File: config.mk
export PLATFORM = sky130hd
export DESIGN_NAME = load_store_unit
export DESIGN_NICKNAME = d
export VERILOG_FILES = /design/src/rtl/load_store_unit.sv
export SDC_FILE = /design/constraint.sdc
export NUM_CORES = 1
export LEC_CHECK = 0
export CAP_MARGIN = 10
export CORE_AREA = 5 5 99 101
export CTS_BUF_LIST = sky130_fd_sc_hd__clkbuf_4 sky130_fd_sc_hd__clkbuf_8 sky130_fd_sc_hd__clkbuf_16
export CTS_CLUSTER_SIZE = 12
export DETAILED_ROUTE_END_ITERATION = 8
export DIE_AREA = 0 0 104 106
export GPL_TIMING_DRIVEN = 1
export PLACE_DENSITY = 0.87
export RECOVER_POWER = 25
export SLEW_MARGIN = 20
export SYNTH_ARGS = -nofsm -noshare
export SYNTH_HDL_FRONTEND = slang
export SYNTH_SLANG_ARGS = --single-unit
export TNS_END_PERCENT = 10
File: constraint.sdc
create_clock -name i_clk -period 1.9 [get_ports i_clk]
set_input_delay 0.38 -clock i_clk [delete_from_list [all_inputs] [get_ports i_clk]]
set_output_delay 0.38 -clock i_clk [all_outputs]
set_load 0.01 [all_outputs]
File: src/rtl/load_store_unit.sv
// rtl/load_store_unit.sv - MEM-stage load/store unit with byte lanes, load extension and response timeout
// Issues data-memory requests, stalls until completion, and registers the load result for WB.
module load_store_unit #(
  parameter int TIMEOUT = 16
) (
  input  logic        i_clk,
  input  logic        i_rst_n,
  input  logic        i_MemRead,
  input  logic        i_MemWrite,
  input  logic [2:0]  i_funct3,
  input  logic [31:0] i_addr,
  input  logic [31:0] i_storeData,
  input  logic [4:0]  i_rd,
  output logic        o_dmem_req,
  output logic        o_dmem_we,
  output logic [31:0] o_dmem_addr,
  output logic [31:0] o_dmem_wdata,
  output logic [3:0]  o_dmem_wstrb,
  input  logic        i_dmem_ready,
  input  logic        i_dmem_rvalid,
  input  logic [31:0] i_dmem_rdata,
  output logic        o_stall,
  output logic        o_WB_loadValid,
  output logic [31:0] o_WB_loadValue,
  output logic [4:0]  o_WB_rd,
  output logic        o_fault
);

  typedef enum logic {IDLE, RESP} state_t;

  localparam int CW = (TIMEOUT > 1) ? $clog2(TIMEOUT) : 1;

  state_t        state_q, state_d;
  logic [CW-1:0] cnt_q, cnt_d;
  logic          load_valid_q, load_valid_d;
  logic [31:0]   load_value_q, load_value_d;
  logic [4:0]    rd_q, rd_d;
  logic          fault_q, fault_d;

  logic        op, bad, f3_illegal, misaligned, store_unsigned, timeout_hit;
  logic [31:0] shifted, extracted;

  assign op             = i_MemRead | i_MemWrite;
  assign f3_illegal     = (i_funct3 == 3'b011) | (i_funct3[2:1] == 2'b11);
  assign misaligned     = ((i_funct3[1:0] == 2'b10) & (i_addr[1:0] != 2'b00)) |
                          ((i_funct3[1:0] == 2'b01) & i_addr[0]);
  assign store_unsigned = i_MemWrite & i_funct3[2];
  assign bad            = f3_illegal | misaligned | store_unsigned;

  // A zero TIMEOUT disables the abort entirely.
  assign timeout_hit = (TIMEOUT != 0) && (32'(cnt_q) == 32'(TIMEOUT - 1));

  assign o_dmem_addr = {i_addr[31:2], 2'b00};
  assign o_dmem_we   = i_MemWrite;
  assign o_dmem_req  = i_rst_n & (state_q == IDLE) & op & ~bad;

  always_comb begin
    o_stall = 1'b0;
    if (i_rst_n) begin
      if (state_q == IDLE) begin
        o_stall = op & ~bad & (i_MemRead | ~i_dmem_ready);
      end else begin
        o_stall = ~i_dmem_rvalid & ~timeout_hit;
      end
    end
  end

  always_comb begin
    o_dmem_wstrb = 4'b0000;
    o_dmem_wdata = i_storeData;
    case (i_funct3[1:0])
      2'b00: begin
        o_dmem_wstrb = 4'b0001 << i_addr[1:0];
        o_dmem_wdata = {4{i_storeData[7:0]}};
      end
      2'b01: begin
        o_dmem_wstrb = i_addr[1] ? 4'b1100 : 4'b0011;
        o_dmem_wdata = {2{i_storeData[15:0]}};
      end
      default: o_dmem_wstrb = 4'b1111;
    endcase
    if (!i_MemWrite) o_dmem_wstrb = 4'b0000;
  end

  assign shifted = i_dmem_rdata >> {i_addr[1:0], 3'b000};

  always_comb begin
    extracted = i_dmem_rdata;
    case (i_funct3)
      3'b000:  extracted = {{24{shifted[7]}}, shifted[7:0]};
      3'b100:  extracted = {24'b0, shifted[7:0]};
      3'b001:  extracted = {{16{shifted[15]}}, shifted[15:0]};
      3'b101:  extracted = {16'b0, shifted[15:0]};
      default: extracted = i_dmem_rdata;
    endcase
  end

  always_comb begin
    state_d      = state_q;
    cnt_d        = cnt_q;
    load_valid_d = 1'b0;
    load_value_d = load_value_q;
    rd_d         = rd_q;
    fault_d      = 1'b0;
    if (state_q == IDLE) begin
      if (op && bad) begin
        fault_d = 1'b1;
      end else if (op && i_MemRead && i_dmem_ready) begin
        state_d = RESP;
        cnt_d   = '0;
      end
    end else begin
      // Data beats timeout when both arrive in the same cycle.
      if (i_dmem_rvalid) begin
        state_d      = IDLE;
        load_valid_d = 1'b1;
        load_value_d = extracted;
        rd_d         = i_rd;
      end else if (timeout_hit) begin
        state_d = IDLE;
        fault_d = 1'b1;
      end else begin
        cnt_d = cnt_q + 1'b1;
      end
    end
  end

  always_ff @(posedge i_clk or negedge i_rst_n) begin
    if (!i_rst_n) begin
      state_q      <= IDLE;
      cnt_q        <= '0;
      load_valid_q <= 1'b0;
      load_value_q <= '0;
      rd_q         <= '0;
      fault_q      <= 1'b0;
    end else begin
      state_q      <= state_d;
      cnt_q        <= cnt_d;
      load_valid_q <= load_valid_d;
      load_value_q <= load_value_d;
      rd_q         <= rd_d;
      fault_q      <= fault_d;
    end
  end

  assign o_WB_loadValid = load_valid_q;
  assign o_WB_loadValue = load_value_q;
  assign o_WB_rd        = rd_q;
  assign o_fault        = fault_q;

endmodule

# Yosys cells after proc, flatten, opt, wreduce, memory -nomap -nowiden

Cells that the tools add are included.

Register bits after elaboration: 44
Input bits: 110
Output and inout bits: 110
Word-level logic and storage cells: 72

Add/subtract/negate cells: 1
Eq/ne operators: 11
Shift-type cells: 2
Muxes and demuxes: 23
Bitwise logic cells: 20
Reduce and logical (&&, ||, !) cells: 9

Operators by type and width:

| kind                | count |
|---|---|
| $pmux 32 s4         | 1 |
| $pmux 32 s2         | 1 |
| $shr 32x5->16       | 1 |
| $mux 4              | 7 |
| $mux 1              | 13 |
| $and 1x1->1         | 9 |
| $pmux 4 s2          | 1 |
| $eq 3x3->1 const B  | 2 |
| $ne 2x2->1 const B  | 3 |
| $or 1x1->1          | 6 |
| $not 1->1           | 5 |
| $add 4x1->4 const B | 1 |
| $eq 2x2->1 const B  | 2 |
| $eq 4x4->1 const B  | 1 |
| $reduce_and 4->1    | 1 |
| $reduce_bool 2->1   | 2 |
| $shl 1x2->4 const A | 1 |
| $eq 3x1->1 const B  | 1 |
| $eq 3x2->1 const B  | 1 |
| $logic_and 1x1->1   | 3 |
| $logic_not 3->1     | 1 |
| $eq 2x1->1 const B  | 1 |
| $logic_not 2->1     | 1 |
| $reduce_and 2->1    | 1 |

# Depth between registers and ports, before layout

Gate-level depths: netlist of the first run.

Depth after elaboration: 10
Mapped depth: 6
Depth with buffers taken out: 5

# Least setup slack after synthesis of the first run

OpenSTA, ideal clock, no wires.

Path kind: input port to output port
From: input i_funct3[0]
To: output o_dmem_wdata[10]
Arrival time: 1.378 ns
Data required time: 1.520 ns
Setup slack: 0.142 ns
Stages on the path: 4
Path buffers: 2
Cell sequence: clkbuf_1 -> buf_2 -> nor2_2 -> mux2_2

Cells in the longest elaborated chain, start to end: 2
Elaborated cells between the ends (all ways): 3
Those cells by class: eq/ne: 1; mux: 1; reduce/logical: 1

Ends and longest elaborated chain:

| element                                       | line | source |
|---|---|---|
| from (decl)                                   | 10   | `input logic [2:0] i_funct3,` |
| $eq 2x1->1 or $logic_not 2->1 (tied branches) | 71   | `case (i_funct3[1:0])` |
| $pmux 32 s2 *                                 | 71   |  |
| to (decl)                                     | 17   | `output logic [31:0] o_dmem_wdata,` |

Every way passes the cells marked *; elsewhere a longest branch is shown, timed or not.

# Final worst setup path of the first run

From: input i_funct3[2]
To: output o_stall

Cells in the longest elaborated chain, start to end: 9
Elaborated cells between the ends (all ways): 11
Those cells by class: eq/ne: 2; mux: 2; bitwise: 7

Ends and longest elaborated chain:

| element                                  | line | source |
|---|---|---|
| $eq 3x2->1 or $eq 2x2->1 (tied branches) | 44   | `assign f3_illegal = (i_funct3 == 3'b011) \| (i_funct3[2:1] == 2'b11);` |
| $or 1x1->1                               | 44   |  |
| $or 1x1->1                               | 48   | `assign bad = f3_illegal \| misaligned \| store_unsigned;` |
| $or 1x1->1 *                             | 48   |  |
| $not 1->1 *                              | 61   | `o_stall = op & ~bad & (i_MemRead \| ~i_dmem_ready);` |
| $and 1x1->1 * (2 in series)              | 61   |  |
| $mux 1 *                                 | 60   | `if (state_q == IDLE) begin` |
| $mux 1 *                                 | 59   | `if (i_rst_n) begin` |
| to (decl)                                | 22   | `output logic o_stall,` |

Marked as above.

==> impl_metrics.json, run 1 <==
{
  "ys_seq_area_share_pct": 36.6,
  "status": "finished, violations left",
  "hold_viol_final": 0,
  "path_max_fanout": 3,
  "setup_slack_ns": -0.0671,
  "ys_warn_count": 0,
  "p_leak_nw": 2.09,
  "finalPower_w": 0.00388,
  "io_pins": 220,
  "drt_iter0_markers": 195,
  "grt_pass1_vias": 3479,
  "track_usage_pct": 20.7,
  "synth_seq_cells": 44,
  "final.min_clock_period_ns": 1.97,
  "grt_pass1_wl_mm": 18.5,
  "p_per_area_nw_per_um2": 814,
  "final.setup.tns_ns": -0.0671,
  "gp_congestion": 0.860,
  "yosysTopAreaCell": "dfrtp_1",
  "grt_max_degree": 43,
  "start_util_pct": 33.7,
  "syn-cell-area_um2": 3010,
  "vias_per_cell": 5.36,
  "crit_path_start_kind": "input port",
  "startpoint": "i_funct3[2]",
  "power_frac_seq_pct": 35.8,
  "h-tree-depth": 2,
  "failed_checks": "negative setup slack",
  "path_clk_slew_ns": 0.09,
  "syn_inst": 344,
  "antenna_found_initial": 0,
  "regToRegStartpoint": "state_q",
  "clk_latency_ns": 0.30,
  "wl_mm": 11.7,
  "combPwrFrac_pct": 44.1,
  "rsz0062_at_grt": "yes",
  "dp_hpwl_mm": 9.02,
  "switching_share_pct": 32.2,
  "met1_usage_pct": 22.5,
  "p_switching_w": 0.00125,
  "drv_slew": 0,
  "rows": 35,
  "final_cells": 601,
  "grt_overflow": 0,
  "yosysMostFrequentCell": "dfrtp_1",
  "cts_made_buffers": 5,
  "grt_busiest_layer": "met2",
  "post-place-ws_ns": -0.633,
  "clk_root_buffer_cell": "clkbuf_8",
  "cp-end-kind": "primary output",
  "coreArea_um2": 8930,
  "clkPwrFrac_pct": 20.2,
  "place_inst": 591,
  "syn_to_final_growth_pct": 58.6,
  "ant_nets": 0,
  "die-area_um2": 11000,
  "placed_area_um2": 4640,
  "drt_first_pass_iters": 7,
  "die-width_um": 104,
  "slew_headroom_pct": 60.0,
  "yosys.area.top_type_share_pct": 36.6,
  "fmax_ghz": 0.508,
  "fin_worst_skew_ns": 0.00807,
  "synth_enable_flop_cells": 0,
  "drc": 0,
  "met2_usage_pct": 37.8,
  "groute.layer.met3.usage_pct": 6.31,
  "portBuffers": 157,
  "drive_gt1_share_pct": 21.0,
  "netlist_top_cells_count": "44 x dfrtp_1, 42 x buf_4, 35 x a21oi_1",
  "cap_violations": 0,
  "synthDistinctLibCells": 40,
  "cts_buffer_depth": 2,
  "peakVddDrop_mv": 0.565,
  "criticalPathCategory": "input port to primary output",
  "post_drt_wl_per_cell_um": 19.5,
  "clock-sinks": 44,
  "cts_tree": "yes",
  "die_height_um": 106,
  "layout.nets": 600,
  "synthTopCellsByArea": "dfrtp_1 37%, buf_4 10%, mux2_2 8.6%, a21oi_1 5.8%, o21ai_0 5.7%",
  "arrival_ns": 1.59,
  "design_area_um2": 4770,
  "hp-class": "input port to asynchronous set/reset pin",
  "antennaDiodeCount": 0,
  "synthArstFlopShare_pct": 100,
  "tightest_slew_ns": 0.599,
  "syn_area_per_cell_um2": 8.74,
  "vias": 3223,
  "yosys_most_used_dff": "dfrtp_1",
  "min_period_over_period_pct": 104,
  "finalSetupViolCount": 1,
  "critical_path_required_ns": 1.52,
  "p_int_w": 0.00263
}
-- per-stage QoR --
stage | hold WS (ns) | utilization [%]
CTS | 0.426 | 53.4
global route | 0.437 | 53.4
detailed placement | 0.210 | 52.0
finish | 0.420 | 53.4
floorplan | 0.0844 | -
global placement | 0.209 | 52.0
-- registers in the layout, indices dropped and copies added (netlist names) --
register,cells
o_WB_loadValue,32
state_q,1
o_fault,1
o_WB_loadValid,1
cnt_q,4
o_WB_rd,5
-- path summary, 6_finish.rpt --
| kind | depth (start not counted) | end | slack [ns] |
|---|---|---|---|
| max | 6 | o_stall | -0.07 |
| min | 2 | o_fault | 0.42 |
| max reg2reg | 6 | o_WB_loadValue[17] | 0.31 |
| min reg2reg | 1 | o_WB_loadValue[0] | 0.49 |
| max in group asynchronous | 3 | o_WB_loadValue[8] | 0.76 |
| min in group i_clk | 1 | o_WB_loadValue[0] | 0.49 |
-- layer usage --
metal | share of wire [%] | vias up
li1 | - | 1464
met2 | 50 | 191
met4 | 3.2 | 0
met3 | 9.4 | 37
met1 | 37 | 1531
met5 | 0 | -
-- cells in the final DEF (no fill, tap or decap), types with 4 or more instances in the layout --
master,n
nand2_1,31
nor2_1,30
dlygate4sd2_1,19
o21ai_0,34
nor2b_1,4
buf_12,4
buf_4,36
mux2_2,23
a222oi_1,6
clkdlybuf4s15_1,4
clkbuf_8,6
a22oi_1,7
o21a_1,10
a22o_1,6
mux2i_1,13
dfrtp_1,44
buf_2,9
clkdlybuf4s50_1,113
clkbuf_2,5
a21oi_1,35
-- cell type report --
cell class	count	area, um2
clock buffer	6	82.6
clock inverter	2	38.8
fill	836	4160
inverter	4	15.0
multi-input combinational	234	1520
sequential	44	1100
tap	111	139
timing repair buffer	200	1880
-- cell families (layout without fill, tap and decap cells) --
group                      count (synthesis)  after routing  synth area share, %
and+or+nand+nor                           84             84                 12.1
DFF                                       44             44                 36.6
xor gates and xnor gates                   2              2                0.582
buffers and inverters                     67            212                 14.3
muxes                                     37             37                 13.7
AOI/OAI and AO/OA                        108            108                 22.1
other                                      1              2                0.125
adders and majority gates                  1              1                0.416
-- power groups by stage --
stage          Combinational, W  Clock, W  Sequential (W)
6_report                0.00171  0.000783         0.00139
5_1_grt                 0.00184  0.000838         0.00143
4_1_cts                 0.00173  0.000790         0.00139
3_5_place_dp            0.00175         0         0.00140
3_3_place_gp            0.00171         0         0.00139
2_1_floorplan          0.000561         0         0.00152
-- worst max-delay path, cell delays in order --
cell             delay (ns)
dlygate4sd2_1          0.27
nor4_2                 0.27
nor2_1                 0.09
o31ai_1                0.20
and2_1                 0.15
clkdlybuf4s15_2        0.22
-- what timing repair did --
action / in CTS / in global routing
hold buffers: 1 / 0
pin swaps: 3 / 0
resized for setup: 89 / 21
setup endpoints to repair: 61 / 21
setup buffers: 1 / 0
hold endpoints to repair: 2 / 0
Note: power is estimated with default switching activity, not from simulation.
==> inputs of run 2 (changes only) <==
- CORE_AREA: 5 5 99 101 -> 5 5 103 105
- CTS_BUF_LIST: sky130_fd_sc_hd__clkbuf_4 sky130_fd_sc_hd__clkbuf_8 sky130_fd_sc_hd__clkbuf_16 -> unset
- CTS_CLUSTER_SIZE: 12 -> 20
- DIE_AREA: 0 0 104 106 -> 0 0 108 110
- PLACE_DENSITY: 0.87 -> 0.84
- clock period: 1.9 -> 1.75 ns (I/O delays scaled with it)
==> impl_metrics.json, run 2 (same netlist as run 1, synthesis figures left out) <==
{
  "status": "finished clean",
  "p_per_area_nw_per_um2": 845,
  "drive_gt1_share_pct": 22.9,
  "grt_max_degree": 43,
  "post-place-ws_ns": -0.833,
  "h-tree-depth": 2,
  "setup_slack_ns": 0.00334,
  "cts_buffer_depth": 2,
  "post_drt_wl_per_cell_um": 18.2,
  "multi_input_area_um2": 1540,
  "rsz0062_at_grt": "yes",
  "final_cells": 627,
  "drv_slew": 0,
  "placed_area_um2": 4680,
  "antenna_found_initial": 0,
  "path_clk_slew_ns": 0.09,
  "vias": 3199,
  "cts_made_buffers": 5,
  "cap_violations": 0,
  "hold_viol_final": 0,
  "cts_tree": "yes",
  "portBuffers": 157,
  "criticalPathCategory": "input port to flop",
  "start_util_pct": 31.5,
  "critical_path_required_ns": 1.90,
  "n_fill_cell": 893,
  "drc": 0,
  "final.setup.tns_ns": 0,
  "fmax_ghz": 0.573,
  "final.min_clock_period_ns": 1.75,
  "die-area_um2": 11900,
  "grt_overflow": 0,
  "die-width_um": 108,
  "die_height_um": 110,
  "crit_path_start_kind": "input port",
  "grt_pass1_wl_mm": 17.4,
  "ant_nets": 0,
  "r2r_slack_ns": 0.21,
  "antennaDiodeCount": 0,
  "coreArea_um2": 9550,
  "layout.nets": 604,
  "syn_to_final_growth_pct": 59.0,
  "arrival_ns": 1.89,
  "path_max_fanout": 16,
  "drt_first_pass_iters": 6,
  "slew_headroom_pct": 34.7,
  "clk_root_buffer_cell": "clkbuf_8",
  "regToRegStartpoint": "state_q",
  "place_inst": 618,
  "drt_iter0_markers": 251,
  "hp-class": "input port to asynchronous set/reset pin",
  "hold_buffers": 0,
  "io_pins": 220,
  "track_usage_pct": 18.6,
  "dp_hpwl_mm": 8.90,
  "largest_register_ffs": 32,
  "cp-end-kind": "flop",
  "vias_per_cell": 5.10,
  "tightest_slew_ns": 0.979,
  "peakVddDrop_mv": 0.682,
  "mostFrequentLayoutCell": "clkdlybuf4s50_1",
  "ff_latch_area_um2": 1100,
  "design_area_um2": 4780,
  "final_cell_mix": "110 x clkdlybuf4s50_1, 44 x dfrtp_1, 36 x buf_4",
  "min_period_over_period_pct": 99.8,
  "clock-sinks": 44,
  "p_leak_nw": 2.09,
  "r2r_end": "o_WB_loadValue[13]",
  "clk_latency_ns": 0.30,
  "finalSetupViolCount": 0,
  "grt_pass1_vias": 3282,
  "fin_worst_skew_ns": 0.0123,
  "rr_worst_depth": 6,
  "cts_setup_buffers": 0,
  "wl_mm": 11.4,
  "gp_congestion": 0.860,
  "rows": 36
}
run 2: worst max-delay path by stage:
stage / to / slack (ns) / from / depth (start not counted)
2_1_floorplan: o_dmem_wdata[10] / 0.05 / i_funct3[0] / 4
3_3_place_gp: o_stall / -0.78 / i_funct3[0] / 6
3_5_place_dp: o_WB_loadValue[17] / -0.83 / i_addr[0] / 6
4_1_cts: o_dmem_wstrb[2] / -0.16 / i_funct3[1] / 5
5_1_grt: o_stall / -0.10 / i_dmem_ready / 6
6_report: o_WB_loadValue[20] / 0.003 / i_dmem_rdata[23] / 5
run 2: critical path, cell delays in order:
cell,delay (ns)
clkdlybuf4s50_1,0.47
mux4_2,0.53
nand2b_4,0.17
o211ai_4,0.19
o21ai_0,0.18
run 2: routing by layer:
metal,up-vias,share of wire (%),track usage [%]
li1,1468,-,-
met1,1550,36,19.8
met2,162,51,34.7
met3,19,10,6.64
met4,0,1.8,5.50
met5,-,0,0
run 2: final cells by class:
| cell class | instances | area share, % |
|---|---|---|
| Multi-Input combinational cell | 234 | 32.1 |
| Timing Repair Buffer | 204 | 39.1 |
| Inverter | 4 | 0.314 |
| Clock buffer | 7 | 1.81 |
| Tap cell | 133 | 3.48 |
| Clock inverter | 1 | 0.157 |
| Sequential cell | 44 | 23.0 |
run 2: power by group:
part | switching [W] | leakage, nW | internal (W)
logic | 0.000788 | 1.53 | 0.00107
registers | 0.000180 | 0.521 | 0.00133
clock network | 0.000354 | 0.0445 | 0.000321
run 2: metrics by stage:
stage / total power, W / hold WS (ns) / utilization [%]
CTS: 0.00407 / 0.0101 / 50.0
global route: 0.00428 / 0.102 / 50.1
floorplan: 0.00226 / 0.0544 / -
global placement: 0.00337 / 0.345 / 49.0
detailed placement: 0.00341 / 0.337 / 49.0
finish: 0.00404 / 0.0773 / 50.1
run 2: repair_timing:
action,in CTS,in global routing
cloned,1,0
pin swaps,4,2
setup endpoints to repair,68,27
gates resized for setup,116,21
